`src/rtl/mem_arb.sv`:
```
// Single-port memory arbiter: shares one memory port between instruction fetch
// and data load/store, data first, with a fetch starvation guard and an access timeout.
module mem_arb #(
  parameter int unsigned STARVE_MAX = 4,
  parameter int unsigned TIMEOUT    = 255
) (
  input  logic        clk,
  input  logic        rst_f,
  input  logic        if_req,
  input  logic [15:0] if_addr,
  output logic        if_ack,
  output logic        if_err,
  output logic [31:0] if_rdata,
  input  logic        dm_req,
  input  logic        dm_we,
  input  logic [15:0] dm_addr,
  input  logic [31:0] dm_wdata,
  output logic        dm_ack,
  output logic        dm_err,
  output logic [31:0] dm_rdata,
  output logic        mem_req,
  output logic        mem_we,
  output logic [15:0] mem_addr,
  output logic [31:0] mem_wdata,
  input  logic [31:0] mem_rdata,
  input  logic        mem_ack,
  output logic        busy
);

  typedef enum logic [1:0] {IDLE = 2'd0, BUSY_IF = 2'd1, BUSY_DM = 2'd2} state_t;

  localparam logic [3:0] STARVE_LIM = 4'(STARVE_MAX);
  localparam logic [7:0] TMO_LAST   = 8'(TIMEOUT - 1);

  state_t      state_r, state_s;
  logic [3:0]  streak_r, streak_s;
  logic [7:0]  tmo_r, tmo_s;
  logic        if_pend_s, dm_pend_s, is_dm_s;
  logic        if_ack_s, if_err_s, dm_ack_s, dm_err_s;
  logic [31:0] if_rdata_s, dm_rdata_s;
  logic        mem_req_s, mem_we_s, busy_s;
  logic [15:0] mem_addr_s;
  logic [31:0] mem_wdata_s;

  // A requester being acked this cycle is still holding req and must not be re-granted.
  assign if_pend_s = if_req & ~if_ack;
  assign dm_pend_s = dm_req & ~dm_ack;
  assign is_dm_s   = (state_r == BUSY_DM);

  // Next-state, arbitration and registered-output next values.
  always_comb begin
    state_s     = state_r;
    streak_s    = streak_r;
    tmo_s       = tmo_r;
    if_ack_s    = 1'b0;
    if_err_s    = 1'b0;
    dm_ack_s    = 1'b0;
    dm_err_s    = 1'b0;
    if_rdata_s  = if_rdata;
    dm_rdata_s  = dm_rdata;
    mem_req_s   = mem_req;
    mem_we_s    = mem_we;
    mem_addr_s  = mem_addr;
    mem_wdata_s = mem_wdata;
    case (state_r)
      IDLE: begin
        if (dm_pend_s && (!if_pend_s || (streak_r < STARVE_LIM))) begin
          state_s     = BUSY_DM;
          mem_req_s   = 1'b1;
          mem_we_s    = dm_we;
          mem_addr_s  = dm_addr;
          mem_wdata_s = dm_wdata;
          tmo_s       = 8'd0;
          if (if_req) begin
            streak_s = (streak_r < STARVE_LIM) ? (streak_r + 4'd1) : streak_r;
          end else begin
            streak_s = 4'd0;
          end
        end else if (if_pend_s) begin
          state_s     = BUSY_IF;
          mem_req_s   = 1'b1;
          mem_we_s    = 1'b0;
          mem_addr_s  = if_addr;
          mem_wdata_s = 32'h0;
          tmo_s       = 8'd0;
          streak_s    = 4'd0;
        end else begin
          state_s = IDLE;
        end
      end
      BUSY_IF, BUSY_DM: begin
        // A late mem_ack coinciding with the timeout still completes normally.
        if (mem_ack || (tmo_r == TMO_LAST)) begin
          state_s     = IDLE;
          mem_req_s   = 1'b0;
          mem_we_s    = 1'b0;
          mem_wdata_s = 32'h0;
          if (is_dm_s) begin
            dm_ack_s   = 1'b1;
            dm_err_s   = ~mem_ack;
            dm_rdata_s = mem_ack ? mem_rdata : 32'h0;
          end else begin
            if_ack_s   = 1'b1;
            if_err_s   = ~mem_ack;
            if_rdata_s = mem_ack ? mem_rdata : 32'h0;
          end
        end else begin
          tmo_s = tmo_r + 8'd1;
        end
      end
      default: begin
        state_s     = IDLE;
        mem_req_s   = 1'b0;
        mem_we_s    = 1'b0;
        mem_wdata_s = 32'h0;
      end
    endcase
    busy_s = (state_s != IDLE);
  end

  // State and output registers; reset abandons any access without an ack.
  always_ff @(posedge clk or negedge rst_f) begin
    if (!rst_f) begin
      state_r   <= IDLE;
      streak_r  <= 4'd0;
      tmo_r     <= 8'd0;
      if_ack    <= 1'b0;
      if_err    <= 1'b0;
      if_rdata  <= 32'h0;
      dm_ack    <= 1'b0;
      dm_err    <= 1'b0;
      dm_rdata  <= 32'h0;
      mem_req   <= 1'b0;
      mem_we    <= 1'b0;
      mem_addr  <= 16'h0;
      mem_wdata <= 32'h0;
      busy      <= 1'b0;
    end else begin
      state_r   <= state_s;
      streak_r  <= streak_s;
      tmo_r     <= tmo_s;
      if_ack    <= if_ack_s;
      if_err    <= if_err_s;
      if_rdata  <= if_rdata_s;
      dm_ack    <= dm_ack_s;
      dm_err    <= dm_err_s;
      dm_rdata  <= dm_rdata_s;
      mem_req   <= mem_req_s;
      mem_we    <= mem_we_s;
      mem_addr  <= mem_addr_s;
      mem_wdata <= mem_wdata_s;
      busy      <= busy_s;
    end
  end

endmodule
```
`config.mk`:
```
export PLATFORM = sky130hd
export DESIGN_NAME = mem_arb
export DESIGN_NICKNAME = d
export VERILOG_FILES = /design/src/rtl/mem_arb.sv
export SDC_FILE = /design/constraint.sdc
export NUM_CORES = 1
export LEC_CHECK = 0
export CORE_MARGIN = 2
export CORE_UTILIZATION = 39
export CTS_CLUSTER_DIAMETER = 150
export CTS_CLUSTER_SIZE = 40
export DETAILED_ROUTE_END_ITERATION = 7
export PLACE_DENSITY_LB_ADDON = 0.08
export RECOVER_POWER = 25
export SETUP_SLACK_MARGIN = 0.5
export SLEW_MARGIN = 20
export SYNTH_ARGS = -nofsm -noshare
export SYNTH_HDL_FRONTEND = slang
export SYNTH_SLANG_ARGS = --single-unit
```
`constraint.sdc`:
```
create_clock -name clk -period 1.75 [get_ports clk]
set_clock_uncertainty 0.15 [all_clocks]
set_input_delay 0.2625 -clock clk [delete_from_list [all_inputs] [get_ports clk]]
set_output_delay 0.2625 -clock clk [all_outputs]
set_load 0.03 [all_outputs]
```
Word level (Yosys, flattened, before mapping):

Index checks and enable logic that the tools add are counted.

* flip-flop bits (word level): 133
* input port bits: 102
* output and inout port bits: 119
* word-level logic and storage cells: 83

* add/subtract/negate cells: 2
* order comparisons: 1
* equality and inequality tests: 7
* mux-type cells: 38
* bitwise operators: 6
* reductions and logical operators: 15

Operators with widths (count)
* $mux 32: 4
* $pmux 32 s2: 1
* $mux 16: 2
* $mux 8: 3
* $mux 1: 18
* $mux 4: 4
* $pmux 8 s2: 1
* $reduce_and 3->1: 4
* $add 8x1->8 const B: 1
* $eq 8x8->1 const B: 1
* $reduce_bool 2->1: 3
* $add 4x1->4 const B: 1
* $lt 4x3->1 const B: 1
* $mux 2: 2
* $ne 2x2->1 const B: 2
* $not 1->1: 4
* $pmux 1 s2: 2
* $pmux 2 s2: 1
* $reduce_and 2->1: 2
* $ne 3x2->1 const B: 1
* $ne 3x3->1 const B: 1
* $and 1x1->1: 2
* $eq 2x1->1 const B: 1
* $eq 2x2->1 const B: 1
* other kinds (5): 6

Logic depth before layout (Yosys ltp):

* word-level depth: 8
* depth in mapped cells: 8
* mapped depth without buffers: 6

Worst setup path after synthesis:

No wires, ideal clock.

* path type: register -> register
* start: reg state_r[0]
* end: reg mem_wdata[14]
* setup time: 0.076 ns
* data arrival time: 1.630 ns
* required time: 1.524 ns
* setup slack: -0.107 ns
* stages on the path, launching flop included: 9
* buffers on the path: 2
* cells stage by stage: dfrtp_1 inv_1 ha_1 inv_1 nor3_2 buf_2 clkbuf_1 o21ai_0 o21ai_1

* longest elaborated chain between the ends: 4

RTL lines
* from (decl): line 35 `state_t state_r, state_s;`
* from (signal assigned): line 139 `state_r <= state_s;`
* $eq 2x2->1 / $eq 2x1->1 (equally long branches): line 65 `case (state_r)`
* $reduce_or 2->1: line 65
* $ne 2x2->1 (no source line)
* $reduce_and 2->1 (no source line)
* to (signal assigned): line 151 `mem_wdata <= mem_wdata_s;`
* to (decl): line 24 `output logic [31:0] mem_wdata,`

Parallel ways exist; a longest one is shown, timed or not.
A chain may end at the register's enable or synchronous reset.

Worst setup path after layout:

* start: in if_req
* end: reg mem_addr[11]

* longest elaborated chain between the ends: 6

RTL lines
* from (decl): line 9 `input logic if_req,`
* $and 1x1->1 (*): line 46 `assign if_pend_s = if_req & ~if_ack;`
* $logic_not 1->1: line 67 `if (dm_pend_s && (!if_pend_s || (streak_r < STARVE_LIM))) begin`
* $logic_or 1x1->1: line 67
* $logic_and 1x1->1: line 67
* $reduce_bool 2->1 (no source line)
* $reduce_and 2->1 (no source line)
* to (signal assigned): line 150 `mem_addr <= mem_addr_s;`
* to (decl): line 23 `output logic [15:0] mem_addr,`

Every way passes the cells marked *; elsewhere a longest branch is shown, timed or not.

==> impl_metrics.py <==
metrics = {
    "outcome": {
        "status": "finished, violations left",
        "violations": "negative setup slack",
    },
    "pwr": {
        "switchingPower_uw": 8340,
        "p_int_uw": 12600,
        "p_sw_share_pct": 39.8,
        "p_comb_share_pct": 57.5,
        "vdd_drop_max_mv": 1.10,
        "seqPwrFrac_pct": 25.4,
        "clockPowerShare_pct": 17.1,
        "total_leakage_power_uw": 0.00474,
        "power_density_nw_per_um2": 2040,
    },
    "cells_and_area": {
        "fillers": 974,
        "layout_commonest_cell": "buf_6",
        "n_antenna_cell": 0,
        "layout_common_cells": "buf_6 (132), dfrtp_1 (131), clkdlybuf4s50_1 (100)",
        "area_growth_pct": 87.6,
        "layout.nets": 939,
        "stdcell_count": 1023,
        "drive_gt1_share_pct": 45.1,
    },
    "synthesis": {
        "yosysWarningCount": 0,
        "yosysSeqAreaShare_pct": 60.9,
        "synthArstFlopShare_pct": 100,
        "synth_edf_count": 0,
        "postSynthAreaPerCell_um2": 11.0,
        "synthTopCellsByArea": "dfrtp_1 (61%), a22o_1 (10%), nand2_1 (5.1%), o21ai_0 (4.6%), o21ai_1 (2.7%)",
        "synth.distinct_cells": 43,
        "yosys.area.top_type": "dfrtp_1",
        "synth_area_um2": 5470,
        "syn_inst": 497,
        "syn-num-nets": 605,
        "ys_ff_latch": 133,
        "post-synth-top-area-fraction_pct": 60.9,
        "synth_ff_type": "dfrtp_1",
    },
    "detailed_routing": {
        "drcViolationCount": 0,
        "wl_met3_um": 1140,
        "wl_met1_um": 7680,
        "drtIter0Drc": 252,
        "antenna_left": 0,
        "wl_met2_um": 8690,
        "dr.max_layer_used": "met4",
        "first_pass_iters": 5,
        "routed_wl_um": 17800,
        "via_count": 5311,
        "wire_per_inst_um": 17.4,
        "vias_per_cell": 5.19,
    },
    "global_routing": {
        "grt_pass1_vias": 5048,
        "grt_max_degree": 46,
        "grt_usage_pct": 21.7,
        "grt_pass1_wl_um": 25400,
        "antenna_found_initial": 0,
        "gr-total-overflow": 0,
    },
    "clocking": {
        "path_clk_slew_ns": 0.06,
        "cts_max_path_buffers": 2,
        "tritoncts": "built",
        "clkSinkCount": 133,
        "htree_levels": 4,
        "clk_latency_ns": 0.41,
        "cts_buffers": 17,
        "cts_root_buffer": "clkbuf_16",
    },
    "critical_path": {
        "critPathMaxFanout": 8,
        "critPathLaunchType": "input pin",
        "cp-end-kind": "register",
        "path_cells": "clkdlybuf4s50_1 -> and2b_4 -> buf_4 -> a21oi_4 -> clkbuf_16 -> nand2_2 -> a31oi_1",
        "r2r-start": "streak_r[3]",
        "required_ns": 1.92,
        "critPathMaxStageDelay_ns": 0.55,
        "cpMaxStageDelayCell": "clkdlybuf4s50_1",
        "cp-startpoint": "if_req",
        "r2r_cells": 6,
        "critPathKind": "input pin to register",
        "crit_arrival_ns": 1.95,
    },
    "timing": {
        "min_period_ns": 1.77,
        "post-route-period-util_pct": 101,
        "rsz0062_at_grt": "yes",
        "final.setup.worst_slack_ns": -0.0237,
        "final_max_slew_viol_count": 0,
        "slew_headroom_pct": 47.5,
        "timing_hold_violations_final": 0,
        "max_freq_mhz": 564,
        "setup-violations-final": 1,
        "worst_slew_pin_slew_ns": 0.787,
    },
    "die": {
        "fp.dieW_um": 122,
        "die_area_um2": 15000,
        "die-height_um": 122,
        "core_area_um2": 13800,
        "rows": 43,
        "initial_utilization_pct": 39.7,
        "ios": 221,
    },
    "placement": {
        "hpwl_um": 10400,
        "gp_congestion": 0.834,
        "dpl_worst_slack_ns": -0.276,
        "portBuffers": 220,
        "place_inst": 903,
    },
    "worst_hold_path": {
        "holdPathStages": 3,
        "hp-class": "input pin to register",
        "hp-start": "dm_wdata[25]",
    },
    "run": {
        "max_cap_viol_count": 0,
    },
}
## repair_timing
action | in CTS | in global routing
setup endpoints to repair | 252 | 252
buffers inserted | 40 | 41
pin swaps | 66 | 52
endpoints found under the hold margin | 133 | 0
hold buffers | 1 | 0
resized for setup | 891 | 85
gates cloned | 1 | 6
## sequential cells by signal, summed over array words and instances (netlist names), 2 cells and up
signal,count
tmo_r,8
mem_addr,16
mem_wdata,32
dm_rdata,32
if_rdata,32
state_r,2
streak_r,4
## Yosys cell counts, types with 2 or more instances
master    instances
clkbuf_1         13
o211ai_1          3
nor2_1           25
o21ai_1          29
buf_6             4
ha_1              6
dfrtp_1         133
nor3_1            2
a21oi_1           5
buf_2            18
a31oi_1          23
nand2_1          75
a21oi_2           2
inv_1             9
o21ai_0          50
nand2b_1          3
a22o_1           64
nand3_1           8
## per-layer routing
metal | GRT usage, % | vias to the layer above
met5 | 0 | -
met4 | 7.69 | 0
met3 | 5.67 | 18
met2 | 34.9 | 205
met1 | 28.5 | 2621
li1 | - | 2467
## final cells by class
class | instances | area, um^2 | area share (%)
Clock inverter | 12 | 156 | 1.52
Sequential cell | 133 | 3330 | 32.5
Multi-Input combinational cell | 319 | 2380 | 23.2
Clock buffer | 19 | 433 | 4.22
Tap cell | 180 | 225 | 2.20
Timing Repair Buffer | 351 | 3700 | 36.0
Inverter | 9 | 33.8 | 0.329
## per-stage QoR
stage	hold slack, ns	total power [uW]	setup TNS, ns	utilization, %	cell area, um^2
after floorplan	-0.183	10500	0	-	5670
after global placement	0.0139	14300	-10.34	60.3	8300
after detailed placement	0.0134	14400	-14.18	60.3	8300
after CTS	0.142	19700	-0.228	69.5	9570
after global routing	0.235	21900	-1.14	74.5	10300
final	0.240	21000	-0.0237	74.5	10300
## power by group through the flow
stage / logic, uW / clock network [uW] / registers (uW)
floorplan: 3030 / 0 / 7470
CTS: 10800 / 3630 / 5300
detailed placement: 9360 / 0 / 5090
finish: 12000 / 3580 / 5330
global placement: 9230 / 0 / 5080
global route: 12700 / 3760 / 5460
## logic make-up (layout without fill, tap and decap cells)
kind of cell	Yosys count	after routing	synth area share (%)
compound gates	185	185	23.1
fa+ha+maj	6	6	1.37
buf+inv	45	391	4.07
flops	133	133	60.9
mux	1	1	0.183
simple gates	127	127	10.4
## critical path, delay by kind of cell
family | cells | cell delay, ns
buffers and inverters | 3 | 0.92
AOI/OAI and AO/OA | 2 | 0.43
and+or+nand+nor | 2 | 0.32
## final timing paths
kind	end	slack, ns
worst max-delay path	mem_addr[11]	-0.02
worst min-delay path	mem_wdata[25]	0.24
worst max register to register	mem_addr[11]	-0.02
worst min register to register	mem_wdata[11]	0.37
max in group asynchronous	dm_ack	0.27
min in group asynchronous	mem_addr[4]	0.32
Power figures use the tool's default switching activity.
==> RTL edit 1, RTL diff (config.mk and constraints unchanged) <==
Make the reset (`rst_f`) synchronous in one clocked block.
--- a/src/rtl/mem_arb.sv
+++ b/src/rtl/mem_arb.sv
@@ -121,3 +121,3 @@
   // State and output registers; reset abandons any access without an ack.
-  always_ff @(posedge clk or negedge rst_f) begin
+  always_ff @(posedge clk) begin
     if (!rst_f) begin
Behaviour: differs if rst_f is asserted again (counterexample within 4 cycles, from zero or initial values and one cycle with rst_f low); with rst_f held inactive, the same outputs for 4 cycles.
==> RTL edit 1 against the original RTL <==
  * The run still ends with setup timing left
  * Largest cell class unchanged
  * Sequential cell count stayed put
  * Count of clock-buffer cells in the layout is 5 higher
  * Highest routed layer unchanged
  * Die area is 1.2% higher
  * Final cell count is 3.6% higher
  * Wire length is 0.59% lower
  * Area after synthesis is 1.3% higher
  * Final area is 5.4% lower
  * Critical endpoint is now mem_wdata[20]$_SDFFE_PN0P_
  * Synthesized cell count is 20% higher
  * Setup slack worse by 0.066 ns
Power is not compared: it rests on default switching activity, and its combinational part moved more than twofold at a synthesized area within 25%.
==> RTL edit 1: results (changes against the original RTL) <==
Syn Nets: 705 (was 605)
family with the most delay on the worst path: compound AO/OA/AOI/OAI gates (was buffers and inverters)
largest net degree at the start of global routing: 69 (was 46)
Crit-path slowest cell: dfxtp_2 (was clkdlybuf4s50_1)
Fill cells: 1086 (was 974)
setup TNS: -0.986 ns (was -0.0237 ns)
Post-Syn Area per Cell: 9.27 µm² (was 11.0 µm²)
Final WS setup: -0.0900 ns (was -0.0237 ns)
final setup vio count: 56 (was 1)
Crit path arrival time: 2.02 ns (was 1.95 ns)
Synth Warn #: 0 (unchanged)
DR iter-0 viols: 291 (was 252)
routability congestion estimate: 0.761 (was 0.834)
worst-margin pin slew: 0.418 ns (was 0.787 ns)
library cells used by synthesis: 44 (was 43)
DP HPWL: 11000 µm (was 10400 µm)
synth cell count leaders: 133 x dfxtp_1, 82 x mux2i_1, 74 x nand2_1 (was 133 x dfrtp_1, 75 x nand2_1, 64 x a22o_1)
Post-CTS Setup Repair Bufs: 13 (was 40)
FFs w/ async S/R, synth: 0 (was 1.00)
sequential area share after synthesis: 0.481 (was 0.609)
dominant cells by area after synthesis: dfxtp_1 48%, mux2i_1 15%, nand2_1 5.0%, nand4_1 4.0%, a21oi_1 3.6% (was dfrtp_1 61%, a22o_1 10%, nand2_1 5.1%, o21ai_0 4.6%, o21ai_1 2.7%)
placed cell areas: 8210 µm² (was 8300 µm²)
number of global-route vias before repair: 5295 (was 5048)
status: finished with violations (unchanged)
DP Worst Slack: -0.263 ns (was -0.276 ns)
failing checks: setup timing (unchanged)
largest fanout on the critical path: 9 (was 8)
GR Util All Layers: 0.213 (was 0.217)
Via Count: 5539 (was 5311)
post-placement cell count: 986 (was 903)
proportion of layout cells with a drive suffix above 1: 0.431 (was 0.451)
wire length per cell: 16.7 µm (was 17.4 µm)
H-tree depth: 4 (unchanged)
PostCTS Resize Cnt: 980 (was 891)
CP peak stage delay: 0.33 ns (was 0.55 ns)
NumNets Final: 975 (was 939)
first-pass GRT wire length: 25400 µm (about the same)
## RTL edit 1: power breakdown
group          internal [W]  leakage [nW]  switching, W
Sequential          0.00318          1.14     0.0000793
Clock               0.00258         0.315       0.00129
Combinational      0.000826          2.25      0.000866
## RTL edit 1: worst paths after layout
| kind | slack, ns | from | end | cells past startpoint |
|---|---|---|---|---|
| worst max-delay path | -0.09 | state_r[0]$_SDFF_PN0_ | mem_wdata[20]$_SDFFE_PN0P_ | 8 |
| worst min-delay path | 0.08 | rst_f | tmo_r[6]$_SDFFE_PN0P_ | 3 |
| worst max register to register | -0.09 | state_r[0]$_SDFF_PN0_ | mem_wdata[20]$_SDFFE_PN0P_ | 8 |
| worst min register to register | 0.30 | dm_rdata[31]$_SDFFE_PN0P_ | dm_rdata[31]$_SDFFE_PN0P_ | 2 |
## RTL edit 1: routing by layer
layer,track usage,up-vias,routed length (µm)
met2,0.363,158,8840
met4,0.0732,0,300
met5,0,-,0
met3,0.0756,20,1190
met1,0.246,2670,7320
li1,-,2691,-
## RTL edit 1: cell families after synthesis
logic type | share of synthesized area
AOI/OAI and AO/OA | 0.134
buffers and inverters | 0.0579
and+or+nand+nor | 0.165
muxes | 0.148
adders and majority gates | 0.0136
DFF | 0.481
## RTL edit 1: final cells by class
| type | instances | area, µm² | share of cell area |
|---|---|---|---|
| inverters | 8 | 30.0 | 0.00309 |
| flip-flops and latches | 133 | 2820 | 0.291 |
| well taps | 180 | 225 | 0.0232 |
| clock inverters | 8 | 143 | 0.0147 |
| clock buffers | 24 | 503 | 0.0518 |
| multi-input cells | 400 | 2890 | 0.297 |
| repair buffers | 307 | 3100 | 0.319 |
==> RTL edit 2, RTL diff (same flow settings) <==
Without the edit above. `TIMEOUT`: 255 -> 127.
--- a/src/rtl/mem_arb.sv
+++ b/src/rtl/mem_arb.sv
@@ -4,3 +4,3 @@
   parameter int unsigned STARVE_MAX = 4,
-  parameter int unsigned TIMEOUT    = 255
+  parameter int unsigned TIMEOUT    = 127
 ) (
Check against the original RTL: no difference found for any inputs over 4 cycles, from zero or initial values and one cycle with rst_f low; that may be too few to reach the edited logic, so the function may still have changed.
==> RTL edit 2 against the original RTL <==
  * The flow still finishes with violations (setup timing)
  * Total power rose by 2.1%
  * Clock power grew 19%
  * Wire length up 0.88%
  * Setup slack got worse by 0.31 ns
  * Sequential cell count is the same
  * Final area grew 5.9%
  * Area after synthesis grew 5.8%
  * Critical path type is now reg -> reg
==> RTL edit 2: results (changes against the original RTL) <==
DRT Wirelength: 17900 µm (was 17800 µm)
Signal buffers: 342 (was 351)
Adder-Cell Fraction of Synth Area: 0.0130 (was 0.0137)
first-pass GRT wire length: 28300 µm (was 25400 µm)
reported combinational group power: 0.0120 W (about the same)
Rel. slew slack: 0.202 (was 0.475)
area of the multi-input gates: 2790 µm² (was 2380 µm²)
Clock buf/inv share: 0.0658 (was 0.0574)
met2 global-route usage: 0.377 (was 0.349)
Synth Register Bits: 133 (unchanged)
multi-input logic cell count: 342 (was 319)
proportion of layout cells with a drive suffix above 1: 0.469 (was 0.451)
number of global-route vias before repair: 5578 (was 5048)
DR pass1 iterations: 4 (was 5)
final setup vio count: 117 (was 1)
buffering overhead: 0.346 (was 0.360)
Syn Nets: 627 (was 605)
dominant cells by area after synthesis: dfrtp_1 58%, mux2_2 12%, o21ai_0 5.6%, nand2_1 4.5%, and2_1 3.7% (was dfrtp_1 61%, a22o_1 10%, nand2_1 5.1%, o21ai_0 4.6%, o21ai_1 2.7%)
wire length per cell: 17.2 µm (was 17.4 µm)
largest net degree at the start of global routing: 45 (was 46)
GR Util All Layers: 0.223 (was 0.217)
NumNets Final: 955 (was 939)
clock buffers: 20 (was 19)
switching share of power: 0.375 (was 0.398)
Post-Syn Area per Cell: 11.1 µm² (was 11.0 µm²)
post-placement cell count: 944 (was 903)
area fraction in compound gates after synthesis: 0.122 (was 0.231)
H-tree depth: 4 (unchanged)
DP HPWL: 11100 µm (was 10400 µm)
Internal: 0.0134 W (was 0.0126 W)
fraction of area in registers: 0.307 (was 0.325)
multiplexer share of the synthesized area: 0.130 (was 0.00183)
met1 wire length: 7310 µm (was 7680 µm)
synth cell count leaders: 133 x dfrtp_1, 70 x nand2_1, 65 x o21ai_0 (was 133 x dfrtp_1, 75 x nand2_1, 64 x a22o_1)
Crit path arrival time: 2.22 ns (was 1.95 ns)
Crit-path slowest cell: dfrtp_1 (was clkdlybuf4s50_1)
Fill cells: 936 (was 974)
peak supply drop: 959 µV (was 1100 µV)
Via Count: 5290 (was 5311)
Inverters: 11 (was 9)
library cells used by synthesis: 42 (was 43)
failing checks: setup timing (unchanged)
sequential area share after synthesis: 0.575 (was 0.609)
DR iter-0 viols: 187 (was 252)
routed wl met3: 1170 µm (was 1140 µm)
routability congestion estimate: 0.836 (was 0.834)
Final WS setup: -0.331 ns (was -0.0237 ns)
P_leak: 4.94 nW (was 4.74 nW)
largest fanout on the critical path: 9 (was 8)
met2 WL post-DR: 9160 µm (was 8690 µm)
status: finished with violations (unchanged)
Power Clock: 0.00427 W (was 0.00358 W)
CP peak stage delay: 0.34 ns (was 0.55 ns)
met1 Usage GRT: 0.267 (was 0.285)
met3 Track Usage GR: 0.0743 (was 0.0567)
==> RTL edit 2: tightest hold or removal path, stage by stage <==
cell	delay, ns
clkdlybuf4s50_1	0.40
nand2_1	0.06
o21ai_1	0.05
==> RTL edit 2: repair_timing <==
item,4_1_cts,5_1_grt
hold buffers,1,0
endpoints found under the setup margin,252,252
hold endpoints to repair,133,0
setup buffers,27,28
pin swaps,14,10
gates resized for setup,935,41
gates cloned,8,4
==> RTL edit 2: per-stage QoR <==
stage / TNS (ns) / instance area [µm²] / setup WS, ns
after detailed placement: -32.45 / 8740 / -0.396
after global placement: -26.55 / 8740 / -0.328
after floorplan: -20.70 / 6020 / -0.320
after global routing: -38.79 / 10900 / -0.389
final: -28.19 / 10900 / -0.331
after CTS: -24.04 / 10400 / -0.295
==> RTL edit 2: path summary, 6_finish.rpt <==
path	start	endpoint	slack, ns	depth (start not counted)
worst max-delay path	tmo_r[0]$_DFFE_PN0P_	mem_wdata[18]$_DFFE_PN0P_	-0.33	10
worst min-delay path	dm_wdata[9]	mem_wdata[9]$_DFFE_PN0P_	0.23	3
worst max register to register	tmo_r[0]$_DFFE_PN0P_	mem_wdata[18]$_DFFE_PN0P_	-0.33	10
worst min register to register	dm_rdata[25]$_DFFE_PN0P_	dm_rdata[25]$_DFFE_PN0P_	0.38	1
max in group asynchronous	rst_f	dm_rdata[24]$_DFFE_PN0P_	0.08	3
min in group asynchronous	rst_f	mem_addr[13]$_DFFE_PN0P_	0.47	2
==> RTL edit 2: logic make-up after synthesis <==
family / Yosys count
DFF: 133
AOI/OAI and AO/OA: 120
muxes: 67
and+or+nand+nor: 149
buffers and inverters: 44
adders and majority gates: 6
